$ cat src/rtl/io_timer_irq_pkg.sv
// -----------------------------------------------------------------------------
// io_timer_irq_pkg
// Shared IO definitions for the timer / interrupt block: one-hot register
// addresses, STATUS bit positions and the address decode helper.
// No ports (package).
// -----------------------------------------------------------------------------
package io_timer_irq_pkg;

    // One-hot IO register addresses; several may be selected by one access.
    localparam logic [15:0] IO_TICKS_LO = 16'h0100;
    localparam logic [15:0] IO_TICKS_HI = 16'h0200;
    localparam logic [15:0] IO_RELOAD   = 16'h0400;
    localparam logic [15:0] IO_STATUS   = 16'h0800;
    localparam logic [15:0] IO_MASK     = 16'h1000;

    // Lowest address bit that carries a register select.
    localparam int IO_SEL_LSB = 8;

    // STATUS / MASK bit positions.
    localparam int STATUS_TIMER = 0;
    localparam int STATUS_EXT   = 1;
    localparam int STATUS_W     = 2;

    typedef struct packed {
        logic mask;
        logic status;
        logic reload;
        logic ticks_hi;
        logic ticks_lo;
    } io_sel_t;

    // Decode the select field (io_addr[12:8]) into per-register selects.
    function automatic io_sel_t io_decode(input logic [4:0] sel_bits);
        io_sel_t sel;
        sel.ticks_lo = sel_bits[0];
        sel.ticks_hi = sel_bits[1];
        sel.reload   = sel_bits[2];
        sel.status   = sel_bits[3];
        sel.mask     = sel_bits[4];
        return sel;
    endfunction

endpackage

$ cat src/rtl/io_timer_irq_sync_edge.sv
// -----------------------------------------------------------------------------
// io_timer_irq_sync_edge (sync_edge)
// Multi-flop synchronizer for an asynchronous input followed by a rising-edge
// detector producing a one-cycle pulse.
// Ports:
//   clk    - clock
//   resetq - asynchronous active-low reset
//   din    - asynchronous input
//   pulse  - one-cycle pulse on a synchronized 0->1 transition of din
// -----------------------------------------------------------------------------
module io_timer_irq_sync_edge #(
    parameter int STAGES = 2
) (
    input  logic clk,
    input  logic resetq,
    input  logic din,
    output logic pulse
);

    logic [STAGES-1:0] sync_r;
    logic              last_r;

    // Synchronizer chain plus one history flop for edge detection.
    always_ff @(posedge clk or negedge resetq) begin
        if (!resetq) begin
            sync_r <= {STAGES{1'b0}};
            last_r <= 1'b0;
        end else begin
            sync_r <= {sync_r[STAGES-2:0], din};
            last_r <= sync_r[STAGES-1];
        end
    end

    // Both terms come straight from flops, so the pulse is glitch-free and
    // saves a cycle of interrupt latency compared with registering it again.
    assign pulse = sync_r[STAGES-1] & ~last_r;

endmodule

$ cat src/rtl/io_timer_irq.sv
// -----------------------------------------------------------------------------
// io_timer_irq
// CPU IO-mapped timer and interrupt controller: 32-bit free-running cycle
// counter with coherent hi/lo readout, prescaled reloadable down-counter,
// synchronized external interrupt edge, STATUS (W1C) / MASK registers and a
// registered level interrupt request.
// Ports:
//   clk               - clock
//   resetq            - asynchronous active-low reset
//   io_rd, io_wr      - one-cycle CPU read / write strobes
//   io_addr           - one-hot register select (bits 12:8)
//   io_wdata          - write data
//   io_rdata          - registered read data (valid the cycle after io_rd)
//   ext_irq           - asynchronous external interrupt source
//   interrupt_request - registered level request to the CPU
// -----------------------------------------------------------------------------
module io_timer_irq
    import io_timer_irq_pkg::*;
#(
    parameter int PRESCALE    = 48,
    parameter int SYNC_STAGES = 2
) (
    input  logic        clk,
    input  logic        resetq,
    input  logic        io_rd,
    input  logic        io_wr,
    input  logic [15:0] io_addr,
    input  logic [15:0] io_wdata,
    output logic [15:0] io_rdata,
    input  logic        ext_irq,
    output logic        interrupt_request
);

    localparam logic [15:0] PRESC_LOAD = 16'(PRESCALE - 1);

    logic [31:0]         cycle_cnt_r;
    logic [15:0]         shadow_r;
    logic [15:0]         reload_r;
    logic [STATUS_W-1:0] status_r;
    logic [STATUS_W-1:0] mask_r;
    logic [15:0]         presc_r;
    logic [15:0]         down_r;
    logic [15:0]         rdata_r;
    logic                irq_r;

    io_sel_t             sel_s;
    logic                reload_wr_s;
    logic                status_wr_s;
    logic                mask_wr_s;
    logic                timer_en_s;
    logic                tick_s;
    logic                expire_s;
    logic                ext_pulse_s;
    logic [STATUS_W-1:0] status_set_s;
    logic [STATUS_W-1:0] status_clr_s;
    logic [15:0]         rdata_s;
    logic                unused_s;

    assign sel_s       = io_decode(io_addr[IO_SEL_LSB+4:IO_SEL_LSB]);
    assign unused_s    = ^{io_addr[15:IO_SEL_LSB+5], io_addr[IO_SEL_LSB-1:0]};

    assign reload_wr_s = io_wr & sel_s.reload;
    assign status_wr_s = io_wr & sel_s.status;
    assign mask_wr_s   = io_wr & sel_s.mask;

    // A zero reload value parks the whole timer.
    assign timer_en_s  = (reload_r != 16'd0);
    assign tick_s      = timer_en_s & (presc_r == 16'd0);
    // A RELOAD write restarts the timer, so it suppresses an expiry that
    // would otherwise land in the same cycle.
    assign expire_s    = tick_s & (down_r == 16'd1) & ~reload_wr_s;

    io_timer_irq_sync_edge #(
        .STAGES (SYNC_STAGES)
    ) u_sync_edge (
        .clk    (clk),
        .resetq (resetq),
        .din    (ext_irq),
        .pulse  (ext_pulse_s)
    );

    assign status_set_s[STATUS_TIMER] = expire_s;
    assign status_set_s[STATUS_EXT]   = ext_pulse_s;
    assign status_clr_s = status_wr_s ? io_wdata[STATUS_W-1:0] : {STATUS_W{1'b0}};

    // Read mux: OR of every selected register; TICKS_HI returns the shadow
    // captured by an earlier TICKS_LO read.
    assign rdata_s = ({16{sel_s.ticks_lo}} & cycle_cnt_r[15:0])
                   | ({16{sel_s.ticks_hi}} & shadow_r)
                   | ({16{sel_s.reload}}   & reload_r)
                   | ({16{sel_s.status}}   & {14'd0, status_r})
                   | ({16{sel_s.mask}}     & {14'd0, mask_r});

    // Free-running cycle counter and the hi-half shadow for coherent reads.
    always_ff @(posedge clk or negedge resetq) begin
        if (!resetq) begin
            cycle_cnt_r <= 32'd0;
            shadow_r    <= 16'd0;
        end else begin
            cycle_cnt_r <= cycle_cnt_r + 32'd1;
            if (io_rd && sel_s.ticks_lo) begin
                shadow_r <= cycle_cnt_r[31:16];
            end
        end
    end

    // CPU-visible configuration registers and registered read data.
    always_ff @(posedge clk or negedge resetq) begin
        if (!resetq) begin
            reload_r <= 16'd0;
            mask_r   <= {STATUS_W{1'b0}};
            rdata_r  <= 16'd0;
        end else begin
            if (reload_wr_s) begin
                reload_r <= io_wdata;
            end
            if (mask_wr_s) begin
                mask_r <= io_wdata[STATUS_W-1:0];
            end
            if (io_rd) begin
                rdata_r <= rdata_s;
            end
        end
    end

    // Prescaler and tick down-counter; a RELOAD write restarts both.
    always_ff @(posedge clk or negedge resetq) begin
        if (!resetq) begin
            presc_r <= 16'd0;
            down_r  <= 16'd0;
        end else if (reload_wr_s) begin
            presc_r <= (io_wdata == 16'd0) ? 16'd0 : PRESC_LOAD;
            down_r  <= io_wdata;
        end else if (!timer_en_s) begin
            presc_r <= 16'd0;
            down_r  <= 16'd0;
        end else if (tick_s) begin
            presc_r <= PRESC_LOAD;
            // <= 1 rather than == 1 so a stray zero can never wrap to 0xFFFF.
            down_r  <= (down_r <= 16'd1) ? reload_r : (down_r - 16'd1);
        end else begin
            presc_r <= presc_r - 16'd1;
        end
    end

    // STATUS (set beats write-1-to-clear) and the registered request level.
    always_ff @(posedge clk or negedge resetq) begin
        if (!resetq) begin
            status_r <= {STATUS_W{1'b0}};
            irq_r    <= 1'b0;
        end else begin
            status_r <= (status_r & ~status_clr_s) | status_set_s;
            irq_r    <= |(status_r & mask_r);
        end
    end

    assign io_rdata          = rdata_r;
    assign interrupt_request = irq_r;

endmodule

$ cat config.mk
export PLATFORM = sky130hd
export DESIGN_NAME = io_timer_irq
export DESIGN_NICKNAME = d
export VERILOG_FILES = /design/src/rtl/io_timer_irq_pkg.sv /design/src/rtl/io_timer_irq_sync_edge.sv /design/src/rtl/io_timer_irq.sv
export SDC_FILE = /design/constraint.sdc
export NUM_CORES = 1
export LEC_CHECK = 0
export CAP_MARGIN = 10
export CORE_AREA = 2 2 142 144
export CTS_CLUSTER_DIAMETER = 50
export DETAILED_ROUTE_END_ITERATION = 6
export DIE_AREA = 0 0 144 146
export PLACE_DENSITY = 0.53
export SLEW_MARGIN = 5
export SYNTH_ARGS = -nofsm -noshare
export SYNTH_HDL_FRONTEND = slang
export SYNTH_SLANG_ARGS = --single-unit
$ cat constraint.sdc
create_clock -name clk -period 4.38 [get_ports clk]
set_clock_uncertainty 0.15 [all_clocks]
set_input_delay 0.876 -clock clk [delete_from_list [all_inputs] [get_ports clk]]
set_output_delay 0.876 -clock clk [all_outputs]
set_load 0.005 [all_outputs]
==> summary.txt <==
Hold WS = 0.197 ns
# nets final = 646
Crit path launch = io_addr[10]
Final Cell Area = 7050 µm²
CP delay by family, top = compound AO/OA/AOI/OAI gates
Detailed-route DRC error count = 0
Most common cell after layout, fill and taps aside = dfrtp_1
TritonRoute pass-1 iters = 6
FF+latch count, synth = 120
Mux cell area share after synthesis = 0.0370
Initial core utilization = 0.297
Top fanout value on the critical path = 23
Filler Cell Count = 1910
Row count = 51
Hold_sp = u_sync_edge.sync_r[0]
I/O Buffers = 42
Detailed Place HPWL = 10700 µm
Status = completed
Peak supply drop = 0.205 mV
Total CTS buffers = 17
Vias in the first global route = 4836
Gr ovfl total = 0
Die W = 144 µm
Pwr per Cell Area = 460 nW/µm²
Gate power share = 0.167
Root buf cell = clkbuf_16
CP Capture Type = flip-flop
Final Slew Violations = 0
Final WL = 15300 µm
Hold path depth = 0
Non-filler cells, final = 882
Via Count = 4594
Core Box Area = 19300 µm²
Initial antenna violation count = 0
Fin crit share = 0.709
YS warnings = 0
Routed WL per cell = 17.3 µm
TritonCTS clock tree = yes
Critical path type = in2reg
Synth Flop Type = dfrtp_1
Die height = 146 µm
Routed wl met3 = 703 µm
Clk Latency, worst-skew pair = 0.43 ns
Slowest-stage cell, CP = a41oi_2
Avg Cell Area, Syn = 10.3 µm²
Final Hold Fails = 0
CP Data Arrival Time = 3.22 ns
Postcts setup bufs = 0
Max-cap violation count = 0
CTS clk-pin slew, worst paths = 0.06 ns
Buf/Inv on CP = 2
Synth Area in XOR/XNOR = 0.0731
WP data required = 4.49 ns
DR vias/cell = 5.21
Internal power = 0.00227 W
Setup TNS = 0 ns
DR WL met2 = 7250 µm
Hold buffers post-CTS = 0
Boundary Pins = 54
Die ar. = 21000 µm²
Post-route ant nets = 0
Main combinational cell family by area after synthesis = simple AND/OR/NAND/NOR gates
Synth Area in Simple Gates = 0.193
Switch share = 0.301
Post-Syn Instances = 557
FF-to-FF path depth = 5
Syn Std Cell Area = 5750 µm²
Cell Chain, Critical Path = clkdlybuf4s50_1 > buf_4 > and2_1 > a41oi_2 > nand2_2 > o22ai_1 > a31oi_1
First-pass GRT wire length = 25200 µm
Post_cts resized = 0
Placed instance count = 850
RSZ-0062 raised after global routing = no
GPL Wtd Cong = 0.883
H-tree levels = 4
WP depth = 7
Clock sink total = 120
Routed metal-1 wire length = 6820 µm
Largest net degree at the start of global routing = 67
Fraction of registers with async set or reset after synthesis = 1.00
Dpl cell area = 6490 µm²
Max Clk Rate = 0.322 GHz
Seq/Total Area, Yosys = 0.522
Post-Syn Nets = 599
R2R Path Start = down_r[6]
Area Growth Syn to Fin = 22.7%
Util after Layout = 0.365
Tmin final = 3.11 ns
N_diodes = 0
Net Switching = 0.000977 W
Maximum root-to-sink buffer count = 2
Total GRT Usage = 0.155
Count of different cell masters after synthesis = 58
DRT iter0 DRCs = 391
Crit start category = input pin
Setup violators final = 0
Slowest cell delay on critical path = 0.59 ns
Share of cells above drive strength 1 = 0.120
Post-Synth Adder-Cell Area = 0.0109
Clock Power Share = 0.411
Slew @ Worst Pin = 0.825 ns
Worst min path class = reg2reg
Post-synth EDFFs = 0
Uppermost layer routed = met4
Seq pwr share = 0.422
Lkg Pwr = 3.04 nW
Most frequent cells in the layout = dfrtp_1, nand2_1, nor2_1
Compound-gate portion of the synthesized area = 0.139
Worst rel slew slack = 0.449
## metal layers
layer | vias to the layer above | GRT usage
li1 | 2143 | -
met1 | 2271 | 0.193
met2 | 139 | 0.250
met3 | 41 | 0.0428
met4 | 0 | 0.0652
met5 | - | 0
## cell usage after synthesis (5+ instances only)
| cell | n | share of area |
|---|---|---|
| a21o_1 | 5 | 0.0065 |
| a21oi_1 | 27 | 0.024 |
| a222oi_1 | 16 | 0.028 |
| a31oi_1 | 9 | 0.0098 |
| and3_1 | 6 | 0.0065 |
| and4_1 | 5 | 0.0076 |
| clkbuf_1 | 16 | 0.010 |
| dfrtp_1 | 120 | 0.52 |
| ha_1 | 5 | 0.011 |
| inv_1 | 15 | 0.0098 |
| mux2_2 | 18 | 0.035 |
| nand2_1 | 71 | 0.046 |
| nand3_1 | 15 | 0.013 |
| nand4_1 | 9 | 0.0098 |
| nor2_1 | 56 | 0.037 |
| nor3_1 | 10 | 0.0087 |
| nor4_1 | 13 | 0.014 |
| o21ai_0 | 7 | 0.0061 |
| o21ai_1 | 8 | 0.0070 |
| o22ai_1 | 6 | 0.0065 |
| xnor2_1 | 28 | 0.043 |
| xor2_1 | 20 | 0.030 |
## power groups by stage
stage	registers, W	logic (W)	clock network, W
after CTS	0.00136	0.000548	0.00137
after global routing	0.00138	0.000603	0.00141
after floorplan	0.00134	0.000373	0
after global placement	0.00138	0.000535	0
after detailed placement	0.00138	0.000545	0
final	0.00137	0.000543	0.00133
## metrics by stage
step	total power (W)	setup WS (ns)
6_report	0.00324	1.27
5_1_grt	0.00340	1.06
4_1_cts	0.00328	1.31
3_5_place_dp	0.00193	0.852
3_3_place_gp	0.00191	0.892
2_1_floorplan	0.00171	2.09
## final timing paths
kind | end | slack [ns]
min in group asynchronous | presc_r[6] | 0.37
hold / removal | u_sync_edge.sync_r[1] | 0.20
setup / recovery | down_r[4] | 1.27
max in group asynchronous | io_rdata[11] | 2.91
hold reg to reg | u_sync_edge.sync_r[1] | 0.20
setup reg to reg | down_r[6] | 1.55
## state kept, by name, summed over array words and instances, names as in the netlist, 2 cells and up
register	count
cycle_cnt_r	32
shadow_r	16
io_rdata	16
reload_r	16
u_sync_edge.sync_r	2
status_r	2
presc_r	16
down_r	16
mask_r	2
## cells by family (layout without fill, tap and decap cells)
family                     count (synthesis)  in the layout
muxes                                     19             19
buffers and inverters                     36             96
and+or+nand+nor                          216            216
DFF                                      120            120
xor gates and xnor gates                  48             48
adders and majority gates                  5              5
AOI/OAI and AO/OA                        113            113
## area by class of cell
type                            instances  area (µm²)  share of cell area
Sequential cell                       120        3000               0.426
Clock buffer                           19         443              0.0628
Inverter                               15        56.3             0.00798
Timing Repair Buffer                   49         483              0.0685
Tap cell                              265         332              0.0470
Clock inverter                         13         124              0.0176
Multi-Input combinational cell        401        2610               0.370
No activity file was read; power rests on OpenSTA's default activity.
==> RTL edit 1: new RTL, config.mk and constraints unchanged <==
Set the parameter `SYNC_STAGES` to 4 (it was 2).
--- a/src/rtl/io_timer_irq.sv
+++ b/src/rtl/io_timer_irq.sv
@@ -19,5 +19,5 @@
 #(
     parameter int PRESCALE    = 48,
-    parameter int SYNC_STAGES = 2
+    parameter int SYNC_STAGES = 4
 ) (
     input  logic        clk,
Formal check against the unedited RTL: not equivalent (Yosys sat finds a counterexample within 10 cycles, from zero or initial values and one cycle with resetq low).
==> RTL edit 1 against the unedited design <==
  * Highest routed layer unchanged
  * Critical endpoint is now down_r[3]
  * Combinational power shrank 5.5%
  * Critical path depth down 2
  * Maximum frequency increased by 6.7%
  * Routed wire length is 2.9% higher
  * Power up 2.2%
  * Synthesized area increased by 0.50%
  * Setup slack better by 0.20 ns
  * Design area up 0.51%
  * Clock power grew 7%
  * Sequential cell count up 2
==> RTL edit 1: results (changes against the unedited design) <==
Route
  • Initial DRC Count: 359 (-8.2%)
  • Met3 Wirelength: 583 um (-17%)
  • Routed WL per cell: 17.8 um (+2.8%)
  • DR vias: 4,568 (-0.57%)
  • Total wire length: 15.7 mm (+2.9%)
  • Met2 wire length: 7.91 mm (+9.0%)
  • Met1 Routed Length: 7.01 mm (+2.8%)

Clock tree
  • TritonCTS buffer count: 17 (unchanged)
  • Post-CTS Resized: 0 (unchanged)
  • Clock-pin slew on the worst setup and hold paths: 0.06 ns (about the same)

Placement
  • DP Worst Slack: 1.13 ns (+0.278 ns)
  • HPWL reported at the end of detailed placement: 10.9 mm (+2.7%)
  • GPL Wtd Cong: 0.892 (+0.96%)
  • DP Cell Count: 851 (+0.12%)

Setup path
  • Slowest CP cell: o21ai_0
  • Worst-path fanout max: 10 (-57%)
  • Max incr delay on CP: 0.73 ns (+0.14 ns)

STA
  • Actual slew at the worst max-slew pin: 0.744 ns (-0.0808 ns)

Yosys
  • Netlist cell types: 61 (+5.2%)
  • Xor-xnor portion of the synthesized cell area: 6.82% (-0.49 points)
  • Sequential share of the synthesized area: 52.8% (+0.61 points)
  • Post-synthesis compound-gate area fraction: 13.5% (-0.37 points)
  • Commonest cells in the netlist: dfrtp_1, nand2_1, nor2_1
  • Post-synthesis mux area share: 3.86% (+0.15 points)
  • Adder-cell share of the synthesized area: 1.08% (-0.0054 points)
  • Largest cells by area after synthesis: dfrtp_1, nand2_1, xnor2_1, mux2_2, xor2_1
  • Synth Net Count: 601 (+0.33%)

Finish
  • Share of cells above drive strength 1: 11.7% (-0.34 points)
  • NumNets Final: 647 (+0.15%)
  • Filler instances: 1,913 (+0.16%)

GRT
  • Number of global-route vias before repair: 4,594 (-5.0%)
  • First-pass GRT wire length: 25.4 mm (+0.96%)
  • Largest net degree at the start of global routing: 68 (+1.5%)
  • Gr usage total: 15.7% (+0.27 points)
  • Grt met3 use: 3.65% (-0.63 points)

Power
  • P_seq: 1380 uW
  • Leakage Power: 0.00309 uW (+1.9%)
  • Combinational Power Share: 15.5% (-1.2 points)
  • Net Sw Frac: 29.0% (-1.1 points)
  • Peak VDD IR: 0.000327 V (+60%)
  • P_sw: 962 uW (-1.5%)

Outcome
  • Status: finished, final reports clean
-- RTL edit 1: cell count changes after synthesis, sizes merged, moves of 3 or more --
cell    before  now
a32oi        0    3
a311oi       4    1
xnor2       28   24
o21ai       15   22
nand3       15   20
o22ai        6   10
nor2        56   46
inv         15   18
-- RTL edit 1: path summary, 6_finish.rpt --
path / start / end / slack, ns / cells past startpoint
worst max register to register: down_r[11] / down_r[3] / 1.47 / 5
max in group asynchronous: resetq / down_r[0] / 2.88 / 2
worst min register to register: u_sync_edge.sync_r[0] / u_sync_edge.sync_r[1] / 0.20 / 0
worst max-delay path: down_r[11] / down_r[3] / 1.47 / 5
worst min-delay path: u_sync_edge.sync_r[0] / u_sync_edge.sync_r[1] / 0.20 / 0
min in group asynchronous: resetq / status_r[0] / 0.38 / 1
-- RTL edit 1: cell type report --
| cell class | count | area [um2] | share of cell area, % |
|---|---|---|---|
| Clock inverter | 13 | 144 | 2.03 |
| Clock buffer | 19 | 453 | 6.39 |
| Inverter | 18 | 67.6 | 0.953 |
| Multi-Input combinational cell | 396 | 2550 | 36.0 |
| Timing Repair Buffer | 50 | 490 | 6.92 |
| Tap cell | 265 | 332 | 4.68 |
| Sequential cell | 122 | 3050 | 43.1 |
-- RTL edit 1: worst max-delay path: cells and delay by family, from the launching register on --
family | cells | cell delay [ns]
DFF | 1 | 0.41
and+or+nand+nor | 2 | 1.20
AOI/OAI and AO/OA | 3 | 1.07
-- RTL edit 1: per-stage QoR --
step / hold slack [ns] / cell area, um2
final: 0.196 / 7090
after global routing: 0.215 / 7090
after CTS: 0.198 / 7090
after detailed placement: 0.186 / 6490
after global placement: 0.183 / 6490
after floorplan: 0.181 / 5780
==> RTL edit 2: new RTL, config.mk and constraints unchanged <==
Made on the original files. Register the output `interrupt_request` once more; this adds one clock of latency there. The other outputs are not delayed to match. Comments in the files are not updated.
--- a/src/rtl/io_timer_irq.sv
+++ b/src/rtl/io_timer_irq.sv
@@ -156,5 +156,7 @@
 
     assign io_rdata          = rdata_r;
-    assign interrupt_request = irq_r;
+    always_ff @(posedge clk) begin
+        interrupt_request <= irq_r;
+    end
 
 endmodule
Function: changed (a bounded check fails within 10 cycles, from zero or initial values and one cycle with resetq low).
==> RTL edit 2 against the unedited design <==
  * Design area increased by 1.0%
  * Power increased by 4.0%
  * Combinational power about the same
  * Synthesized area increased by 0.35%
  * Setup slack improved by 0.27 ns
  * Core utilization increased by 0.38 points
  * Sequential cell count increased by 1
  * Routed wire length about the same
==> RTL edit 2: results (changes against the unedited design) <==
Outcome
  • Status: finished, final reports clean

Clock tree
  • Setup repair bufs after CTS: 0 (unchanged)
  • Clock-pin slew on the worst setup and hold paths: 0.06 ns (about the same)

Yosys
  • Largest cells by area after synthesis: dfrtp_1, nand2_1, xnor2_1, nor2_1, mux2_2
  • Main synth FF type: dfrtp_1
  • Synth Net Count: 600 (+0.17%)
  • Sequential share of the synthesized area: 52.4% (+0.17 points)
  • Async SR Flop Fraction: 99.2% (-0.83 points)
  • Netlist cell types: 59 (+1.7%)
  • YS warnings: 0 (unchanged)

Setup path
  • Slowest CP cell: nand2_2
  • FF-to-FF path depth: 5 (unchanged)
  • Worst-path fanout max: 23 (unchanged)
  • Max incr delay on CP: 0.45 ns (-0.14 ns)
  • Setup slack, reg-to-reg: 1.55 ns (about the same)
  • R2r startpoint: down_r[8]

Min path
  • Min-delay src: irq_r
  • Hold EP: interrupt_request

Finish
  • NumNets Final: 649 (+0.46%)
  • Share of cells above drive strength 1: 12.3% (+0.26 points)

Placement
  • Post-DP Area: 6510 um2 (+0.35%)
  • GPL Wtd Cong: 0.847 (-4.1%)
  • HPWL reported at the end of detailed placement: 10.8 mm (+1.4%)

GRT
  • Gr usage total: 15.2% (-0.29 points)
  • Largest net degree at the start of global routing: 72 (+7.5%)
  • First-pass GRT wire length: 24.4 mm (-3.0%)

Power
  • Peak VDD IR: 0.000269 V (+31%)
  • Pwr/cell area: 474 nW/um2 (+3.0%)
  • Leakage Power: 0.00308 uW (+1.4%)

STA
  • Max transition margin: 37.8% (-7.0 points)
  • Hold WS: 0.193 ns (-0.00455 ns)

Route
  • DR vias: 4,588 (-0.13%)
  • DR pass1 iterations: 7 (+1)
  • Initial DRC Count: 423 (+8.2%)
  • Routed WL per cell: 17.3 um (-0.38%)
[RTL edit 2: cell types whose count changed after synthesis, sizes merged]
cell and delta:
dfxtp +1
[RTL edit 2: per-layer routing]
layer	track usage, %	vias to the layer above	share of wire (%)
met5	0	-	0
met4	5.05	0	1.7
met3	3.88	21	4.2
met2	25.7	122	50
met1	18.8	2294	44
li1	-	2151	-
[RTL edit 2: metrics by stage]
step                      util [%]  instances  setup slack, ns
after global routing          36.9        885             1.35
after floorplan                  -        558             2.09
after detailed placement      33.7        853             1.07
final                         36.9        885             1.55
after global placement        33.7        853             1.13
after CTS                     36.9        885             1.50
[RTL edit 2: layout make-up]
type	instances	area (um2)
inverters	15	56.3
clock inverters	14	188
fillers	1909	12200
repair buffers	51	485
clock buffers	18	429
well taps	265	332
multi-input cells	401	2610
flip-flops and latches	121	3020
[RTL edit 2: cells by family after synthesis]
logic type	after synthesis	share of synthesized area [%]
XOR/XNOR	48	7.29
flip-flops	121	52.4
multiplexers	19	3.69
adder cells (fa/ha/maj)	5	1.08
AND/OR/NAND/NOR	216	19.3
buffers and inverters	36	2.43
AO/OA/AOI/OAI	113	13.8
[RTL edit 2: worst max-delay path by stage]
stage,cells past startpoint,end,startpoint
floorplan,7,down_r[10],down_r[0]
global placement,7,down_r[1],io_addr[10]
detailed placement,7,down_r[2],io_addr[10]
CTS,7,down_r[2],io_addr[10]
global route,7,down_r[1],io_addr[10]
finish,7,down_r[2],io_addr[10]
[RTL edit 2: power breakdown]
group / switching (uW) / leakage [uW] / internal, uW / total [uW]
Combinational: 293 / 0.00123 / 248 / 542
Clock: 547 / 0.000298 / 910 / 1460
Sequential: 144 / 0.00155 / 1230 / 1380
